--- config.mk ---
export PLATFORM = sky130hd
export DESIGN_NAME = botao_debounce_flat
export DESIGN_NICKNAME = d
export VERILOG_FILES = /design/src/rtl/botao_debounce_if.sv /design/src/rtl/botao_debounce.sv /design/src/flat_wrapper.sv
export SDC_FILE = /design/constraint.sdc
export NUM_CORES = 1
export LEC_CHECK = 0
export BUFFER_PORTS_ARGS = -buffer_cell sky130_fd_sc_hd__buf_2
export CORE_MARGIN = 3
export CORE_UTILIZATION = 40
export CTS_CLUSTER_SIZE = 12
export DETAILED_ROUTE_END_ITERATION = 6
export PLACE_DENSITY_LB_ADDON = 0.1
export SETUP_SLACK_MARGIN = 0.05
export SLEW_MARGIN = 30
export SYNTH_ARGS = -nofsm -noshare
export SYNTH_HDL_FRONTEND = slang
export SYNTH_SLANG_ARGS = --single-unit
--- constraint.sdc ---
create_clock -name clk -period 3.9 [get_ports clk]
set_clock_uncertainty 0.2 [all_clocks]
set_input_delay 0.78 -clock clk [delete_from_list [all_inputs] [get_ports clk]]
set_output_delay 0.78 -clock clk [all_outputs]
set_load 0.03 [all_outputs]
--- src/rtl/botao_debounce_if.sv ---
// Button conditioning bundle: the raw pin going in, and the clean level
// plus its edge strobes coming out toward botao and other consumers.
interface botao_debounce_if;
  logic btn_raw;
  logic press;
  logic press_rise;
  logic press_fall;

  modport master (
    output btn_raw,
    input  press,
    input  press_rise,
    input  press_fall
  );

  modport slave (
    input  btn_raw,
    output press,
    output press_rise,
    output press_fall
  );
endinterface

--- src/rtl/botao_debounce.sv ---
// Push-button debouncer: two-flop synchroniser followed by a counter-based
// qualification FSM. press only changes after DEBOUNCE_CYCLES consecutive
// synchronised samples at the new level; rise/fall strobes mark the change.
module botao_debounce #(
  parameter int DEBOUNCE_CYCLES = 50000,
  parameter int ACTIVE_LOW      = 1
) (
  input logic             clk,
  input logic             rst_n,
  botao_debounce_if.slave btn
);

  localparam int               CNT_W   = $clog2(DEBOUNCE_CYCLES);
  localparam logic [CNT_W-1:0] CNT_MAX = CNT_W'(DEBOUNCE_CYCLES - 1);
  localparam logic [CNT_W-1:0] CNT_ONE = CNT_W'(1);
  localparam logic             POL     = (ACTIVE_LOW != 0);

  typedef enum logic [1:0] {
    IDLE_LOW,
    WAIT_HIGH,
    IDLE_HIGH,
    WAIT_LOW
  } state_t;

  logic             sync1;
  logic             s;
  state_t           state;
  state_t           state_next;
  logic [CNT_W-1:0] cnt;
  logic [CNT_W-1:0] cnt_next;
  logic             press_next;
  logic             rise_next;
  logic             fall_next;

  // Bring the pin into the clk domain, normalised so 1 always means pressed.
  always_ff @(posedge clk or negedge rst_n) begin
    if (!rst_n) begin
      sync1 <= 1'b0;
      s     <= 1'b0;
    end else begin
      sync1 <= btn.btn_raw ^ POL;
      s     <= sync1;
    end
  end

  // Qualification decisions: count agreeing samples, restart on any bounce.
  always_comb begin
    state_next = state;
    cnt_next   = cnt;
    rise_next  = 1'b0;
    fall_next  = 1'b0;
    case (state)
      IDLE_LOW: begin
        cnt_next = '0;
        if (s) begin
          state_next = WAIT_HIGH;
          cnt_next   = CNT_ONE;
        end
      end
      WAIT_HIGH: begin
        if (!s) begin
          state_next = IDLE_LOW;
          cnt_next   = '0;
        end else if (cnt == CNT_MAX) begin
          state_next = IDLE_HIGH;
          cnt_next   = '0;
          rise_next  = 1'b1;
        end else begin
          cnt_next = cnt + CNT_ONE;
        end
      end
      IDLE_HIGH: begin
        cnt_next = '0;
        if (!s) begin
          state_next = WAIT_LOW;
          cnt_next   = CNT_ONE;
        end
      end
      WAIT_LOW: begin
        if (s) begin
          state_next = IDLE_HIGH;
          cnt_next   = '0;
        end else if (cnt == CNT_MAX) begin
          state_next = IDLE_LOW;
          cnt_next   = '0;
          fall_next  = 1'b1;
        end else begin
          cnt_next = cnt + CNT_ONE;
        end
      end
      default: begin
        state_next = IDLE_LOW;
        cnt_next   = '0;
      end
    endcase
  end

  assign press_next = (state_next == IDLE_HIGH) || (state_next == WAIT_LOW);

  // Register state, counter and all outputs so nothing is combinational from the pin.
  always_ff @(posedge clk or negedge rst_n) begin
    if (!rst_n) begin
      state          <= IDLE_LOW;
      cnt            <= '0;
      btn.press      <= 1'b0;
      btn.press_rise <= 1'b0;
      btn.press_fall <= 1'b0;
    end else begin
      state          <= state_next;
      cnt            <= cnt_next;
      btn.press      <= press_next;
      btn.press_rise <= rise_next;
      btn.press_fall <= fall_next;
    end
  end

endmodule

--- src/flat_wrapper.sv ---
// flat-port wrapper written by rule: the top's interface ports become plain ports
module botao_debounce_flat 
#(
  parameter int DEBOUNCE_CYCLES = 50000,
  parameter int ACTIVE_LOW      = 1
)
  (clk, rst_n, btn_btn_raw, btn_press, btn_press_rise, btn_press_fall);
  botao_debounce_if btn_i ();
  input logic clk;
  input logic rst_n;
  input wire logic [$bits(btn_i.btn_raw)-1:0] btn_btn_raw;
  output wire logic [$bits(btn_i.press)-1:0] btn_press;
  output wire logic [$bits(btn_i.press_rise)-1:0] btn_press_rise;
  output wire logic [$bits(btn_i.press_fall)-1:0] btn_press_fall;
  assign btn_i.btn_raw = btn_btn_raw;
  assign btn_press = btn_i.press;
  assign btn_press_rise = btn_i.press_rise;
  assign btn_press_fall = btn_i.press_fall;
  botao_debounce #(.DEBOUNCE_CYCLES(DEBOUNCE_CYCLES), .ACTIVE_LOW(ACTIVE_LOW)) u_core (.clk(clk), .rst_n(rst_n), .btn(btn_i));
endmodule
======== Yosys cells after proc, flatten, opt, wreduce, memory -nomap -nowiden ========
Index checks and enable logic that the tools add are counted.
storage, ports and cells
  input bits .............................. 3
  word-level logic and storage cells ...... 35
  register bits after elaboration ......... 23
operators by class
  eq/ne operators ......................... 6
  $add $sub $neg .......................... 1
  bitwise gates (word level) .............. 1
  reductions and logical operators ........ 2
  muxes and demuxes ....................... 18
operators by type and width
  kind                                                  count
  case mux 16 bit (4 select lines)                      1
  two-way mux 16 bit                                    3
  adder 16 x 1 -> 16 bit (second input constant)        1
  equality test 16 bit (second input constant)          1
  two-way mux 2 bit                                     6
  equality test 2 bit (second input constant)           4
  case mux 2 bit (4 select lines)                       1
  two-way mux 1 bit                                     7
  equality test 2 x 1 -> 1 bit (second input constant)  1
  logical NOT 2 bit                                     1
  logical OR 1 bit                                      1
  NOT 1 bit                                             1

======== Depth between registers and ports, before layout ========
  word-level depth ........................ 6
  gate-level depth with buffers ........... 6
  depth with buffers taken out ............ 5

======== Worst setup path after synthesis ========
No wires, ideal clock.
  path kind ............................... flip-flop to flip-flop
  start point ............................. register u_core.cnt[5]
  end point ............................... register u_core.btn.press
  data required time ...................... 3575 ps
  clock period less this slack ............ 2176 ps
  slack ................................... 1724 ps
  buffers on the path ..................... 1
  cell stages (with the launch flop) ...... 5
  data arrival time ....................... 1851 ps
  cells stage by stage .................... dfrtp_1 or4_1 or4_1 buf_2 mux2_4
between the ends
  cells in the longest elaborated chain, start to end .. 6
RTL lines
  item                                  RTL line                                    RTL
  start, declared                       botao_debounce.sv:29                        logic [CNT_W-1:0] cnt;
  start signal, assigned                botao_debounce.sv:110                       cnt <= cnt_next;
  equality test 16 bit (*)              botao_debounce.sv:64, botao_debounce.sv:83
  two-way mux 2 bit (on tied branches)  botao_debounce.sv:83, botao_debounce.sv:64
  two-way mux 2 bit (on tied branches)  botao_debounce.sv:80, botao_debounce.sv:61
  case mux 2 bit (4 select lines) (*)   botao_debounce.sv:52                        case (state)
  equality test 2 bit                   botao_debounce.sv:98                        assign press_next = (state_next == IDLE_HIGH) || (state_next == WAIT_LOW);
  logical OR 1 bit (*)                  botao_debounce.sv:98
  via u_core.press_next                 botao_debounce.sv:31                        logic press_next;
  end signal, assigned                  botao_debounce.sv:111                       btn.press <= press_next;
  end, declared                         botao_debounce_if.sv:18                     output press,
Mark *: on every way through the listed nets, which the timed path passes. The rest lies on a longest branch.

======== Final worst setup path ========
  start point ............................. register u_core.cnt[5]
  end point ............................... register u_core.cnt[5]
between the ends
  cells in the longest elaborated chain, start to end .. 4
RTL lines
  item                                                                   RTL line                                    RTL
  adder 16 x 1 -> 16 bit / equality test 16 bit (equally long branches)  n/a
  two-way mux 16 bit (*)                                                 botao_debounce.sv:64, botao_debounce.sv:83
  two-way mux 16 bit (on tied branches)                                  botao_debounce.sv:80, botao_debounce.sv:61
  case mux 16 bit (4 select lines) (*)                                   botao_debounce.sv:52
  via u_core.cnt_next[5]                                                 botao_debounce.sv:30                        logic [CNT_W-1:0] cnt_next;
Marks and branches as above.

==> flow_metrics.py <==
metrics = {
    "global_routing": {
        "grt_pass1_wl_mm": 3.27,
        "groute.usage.overall": 0.131,
        "initial_antenna_violation_count": 0,
        "grt_pass1_vias": 712,
        "grt_remaining_overflow": 0,
        "largest_net_degree_at_the_start_of_global_routing": 24,
    },
    "clocking": {
        "worstSkewPairLatency_ns": 0.30,
        "clk_path_buf_depth": 2,
        "htree_num_levels": 1,
        "clk_pin_slew_worst_paths_ns": 0.12,
        "cts.root.buffer_cell": "sky130_fd_sc_hd__clkbuf_4",
        "post_cts_resize_count": 0,
        "cts_hold_repair.buffers": 0,
        "cts_tree": "yes",
        "clkSinkCount": 23,
        "number_of_buffers_created_by_cts": 3,
        "postCtsSetupBuffers": 0,
    },
    "detailed_routing": {
        "met2_wirelength_um": 753,
        "number_of_vias_after_detailed_routing": 678,
        "detailedRoute.firstPassIterationCount": 4,
        "drc": 0,
        "route.met3.wl_um": 74,
        "top_signal_layer_used": "met4",
        "finalWirelength_mm": 1.76,
        "wl_per_cell_um": 13.3,
        "detail-route-antenna-nets": 0,
        "routedLengthMet1_um": 911,
        "vias_per_cell": 5.14,
        "first_iter_violations": 28,
    },
    "timing": {
        "fmax_mhz": 428,
        "min_tclk_post_route_ns": 2.33,
        "timing_max_transition_violations_final": 0,
        "timing.slew.headroom": 0.639,
        "finalSetupViolCount": 0,
        "hold_viol": 0,
        "actual_transition_at_the_worst_max_transition_pin_ns": 0.540,
        "rsz0062_at_grt": "no",
        "period_share": 0.599,
        "setup-tns-final_ns": 0,
    },
    "layout": {
        "post_route_cells_drive_above_1_share": 0.106,
        "fill_cell_count": 221,
        "layout.nets": 109,
        "utilization": 0.475,
        "insertedDiodeCount": 0,
        "multi_input_comb_area_um2": 430,
        "final_cells": 132,
        "layout-area-overhead-vs-synth_pct": 7.12,
        "register_area_um2": 576,
    },
    "synthesis": {
        "netlist_area_mm2": 0.00104,
        "synthesis.yosys.warnings": 0,
        "synth_cell_types": 20,
        "synth_area_per_cell_um2": 10.7,
        "yosysMostFrequentCell": "sky130_fd_sc_hd__dfrtp_1",
        "async_flop_share": 1.00,
        "synth.top_cell.area_share": 0.555,
        "number_of_flops_mapped_to_enable_cells_by_yosys": 0,
        "synthCells": 97,
        "syn-num-nets": 101,
        "ys_seq_elements": 23,
        "synthDominantAreaCellType": "sky130_fd_sc_hd__dfrtp_1",
        "synth_sequential_area_ratio": 0.555,
        "ys_dominant_reg_cell": "sky130_fd_sc_hd__dfrtp_1",
        "synth.area.top_cells": "sky130_fd_sc_hd__dfrtp_1 55%, sky130_fd_sc_hd__xnor2_1 11%, sky130_fd_sc_hd__nor2_1 6.5%, sky130_fd_sc_hd__nand3_1 2.9%, sky130_fd_sc_hd__mux2_4 2.9%",
        "post_synth_most_frequent_cells": "23 x sky130_fd_sc_hd__dfrtp_1, 18 x sky130_fd_sc_hd__nor2_1, 13 x sky130_fd_sc_hd__xnor2_1, 6 x sky130_fd_sc_hd__nand3_1, 5 x sky130_fd_sc_hd__inv_1",
    },
    "place": {
        "routabilityCongestion": 0.750,
        "post-dp-hpwl_mm": 1.22,
        "numPortBuffers": 5,
        "post-place-cells": 128,
    },
    "setup_path": {
        "worstSetupStartpoint": "u_core.cnt[5]",
        "worstReg2RegEnd": "u_core.cnt[5]",
        "timing.reg2reg.worst_path_depth": 4,
        "critPathArrivalTime_ns": 2.32,
        "crit_path_frequent_cell": "sky130_fd_sc_hd__or4_1",
        "critical_path_data_required_time_ns": 3.88,
        "r2r_setup_slack_ns": 1.57,
        "cp_max_fo": 14,
        "path_class": "reg2reg",
        "category_of_the_worst_setup_path_capture_point": "register",
        "critPathCapture": "u_core.cnt[5]",
        "origin_of_the_critical_flop_to_flop_path": "u_core.cnt[5]",
        "critical-path-slowest-cell": "sky130_fd_sc_hd__or4_1",
        "cells_traversed_along_the_worst_timing_path": "or4_1 -> or4_1 -> nand3_1 -> nor2_1",
        "crit_path_start_kind": "register",
        "cp_slowest_stage_delay_ns": 0.54,
    },
    "floorplan": {
        "design.portCount": 6,
        "floorplan.core_area_mm2": 0.00234,
        "start_util": 0.443,
        "fp-row-count": 17,
        "die_h_um": 56.9,
        "fp.dieArea_mm2": 0.00324,
        "fp.dieW_um": 56.9,
    },
    "pwr": {
        "power.density_cell_area_mw_per_mm2": 328,
        "vdd.ir_drop.worst_mv": 0.239,
        "cellLeakagePower_nw": 0.454,
    },
    "run_status": {
        "status": "complete, no violations",
    },
    "job": {
        "max_cap_viol_count": 0,
    },
    "min_path": {
        "holdCritPathClass": "reg2reg",
        "cell_depth_of_the_worst_hold_path": 0,
    },
}
## where the power goes
group / leakage, nW / total (W) / switching [W] / internal, W
sequential: 0.312 / 0.000244 / 0.00000276 / 0.000241
combinational: 0.127 / 0.0000126 / 0.00000909 / 0.00000348
clock: 0.0150 / 0.000107 / 0.0000675 / 0.0000399
total: 0.454 / 0.000364 / 0.0000794 / 0.000285
## worst min-delay path by stage
| stage | from | endpoint | slack [ns] |
|---|---|---|---|
| 3_5_place_dp | u_core.sync1 | u_core.s | 0.15 |
| 5_1_grt | u_core.sync1 | u_core.s | 0.19 |
| 3_3_place_gp | u_core.sync1 | u_core.s | 0.13 |
| 6_report | u_core.sync1 | u_core.s | 0.17 |
| 2_1_floorplan | u_core.sync1 | u_core.s | 0.13 |
| 4_1_cts | u_core.sync1 | u_core.s | 0.18 |
## state kept, by name, summed over array words and instances, names as in the netlist
name and flops:
u_core.btn.press 1, u_core.sync1 1, u_core.btn.press_fall 1, u_core.cnt 16, u_core.s 1, u_core.btn.press_rise 1
u_core.state 2
## stage by stage
stage / cell area [um2] / worst slack, ns / total power [W] / hold WS [ns]
after global placement: 1080 / 1.61 / 0.000261 / 0.133
after floorplan: 1040 / 1.72 / 0.000255 / 0.131
after detailed placement: 1080 / 1.56 / 0.000262 / 0.146
after CTS: 1110 / 1.54 / 0.000373 / 0.177
after global routing: 1110 / 1.42 / 0.000385 / 0.193
final: 1110 / 1.57 / 0.000364 / 0.171
## placed cells by master (no fill, tap or decap), drive strengths merged, types with 4 or more instances in the layout
cell	n
clkbuf	4
nand3	6
nor3	4
dfrtp	23
nor2	18
nand4	4
nor4	4
buf	5
inv	5
nand2	4
xnor2	13
## worst max-delay path: cells and delay by family (launching register included)
| kind | cells | cell delay, ns |
|---|---|---|
| flops | 1 | 0.43 |
| simple gates | 4 | 1.57 |
## layout make-up
class | count | share of cell area
clock buffers | 4 | 0.0236
inverters | 5 | 0.0169
multi-input cells | 67 | 0.387
flip-flops and latches | 23 | 0.518
well taps | 28 | 0.0315
repair buffers | 5 | 0.0225
## kinds of logic after synthesis
kind of cell    Yosys count  synth area share
compound gates            1           0.00724
xor+xnor                 15             0.127
fa+ha+maj                 1            0.0121
buf+inv                   7            0.0302
flops                    23             0.555
mux                       2            0.0290
simple gates             48             0.240
## routing by layer
metal | track usage | vias to the layer above
li1 | - | 347
met1 | 0.180 | 321
met4 | 0.0397 | 0
met2 | 0.192 | 8
met3 | 0.0483 | 2
met5 | 0 | -
Note: power is estimated with default switching activity, not from simulation.
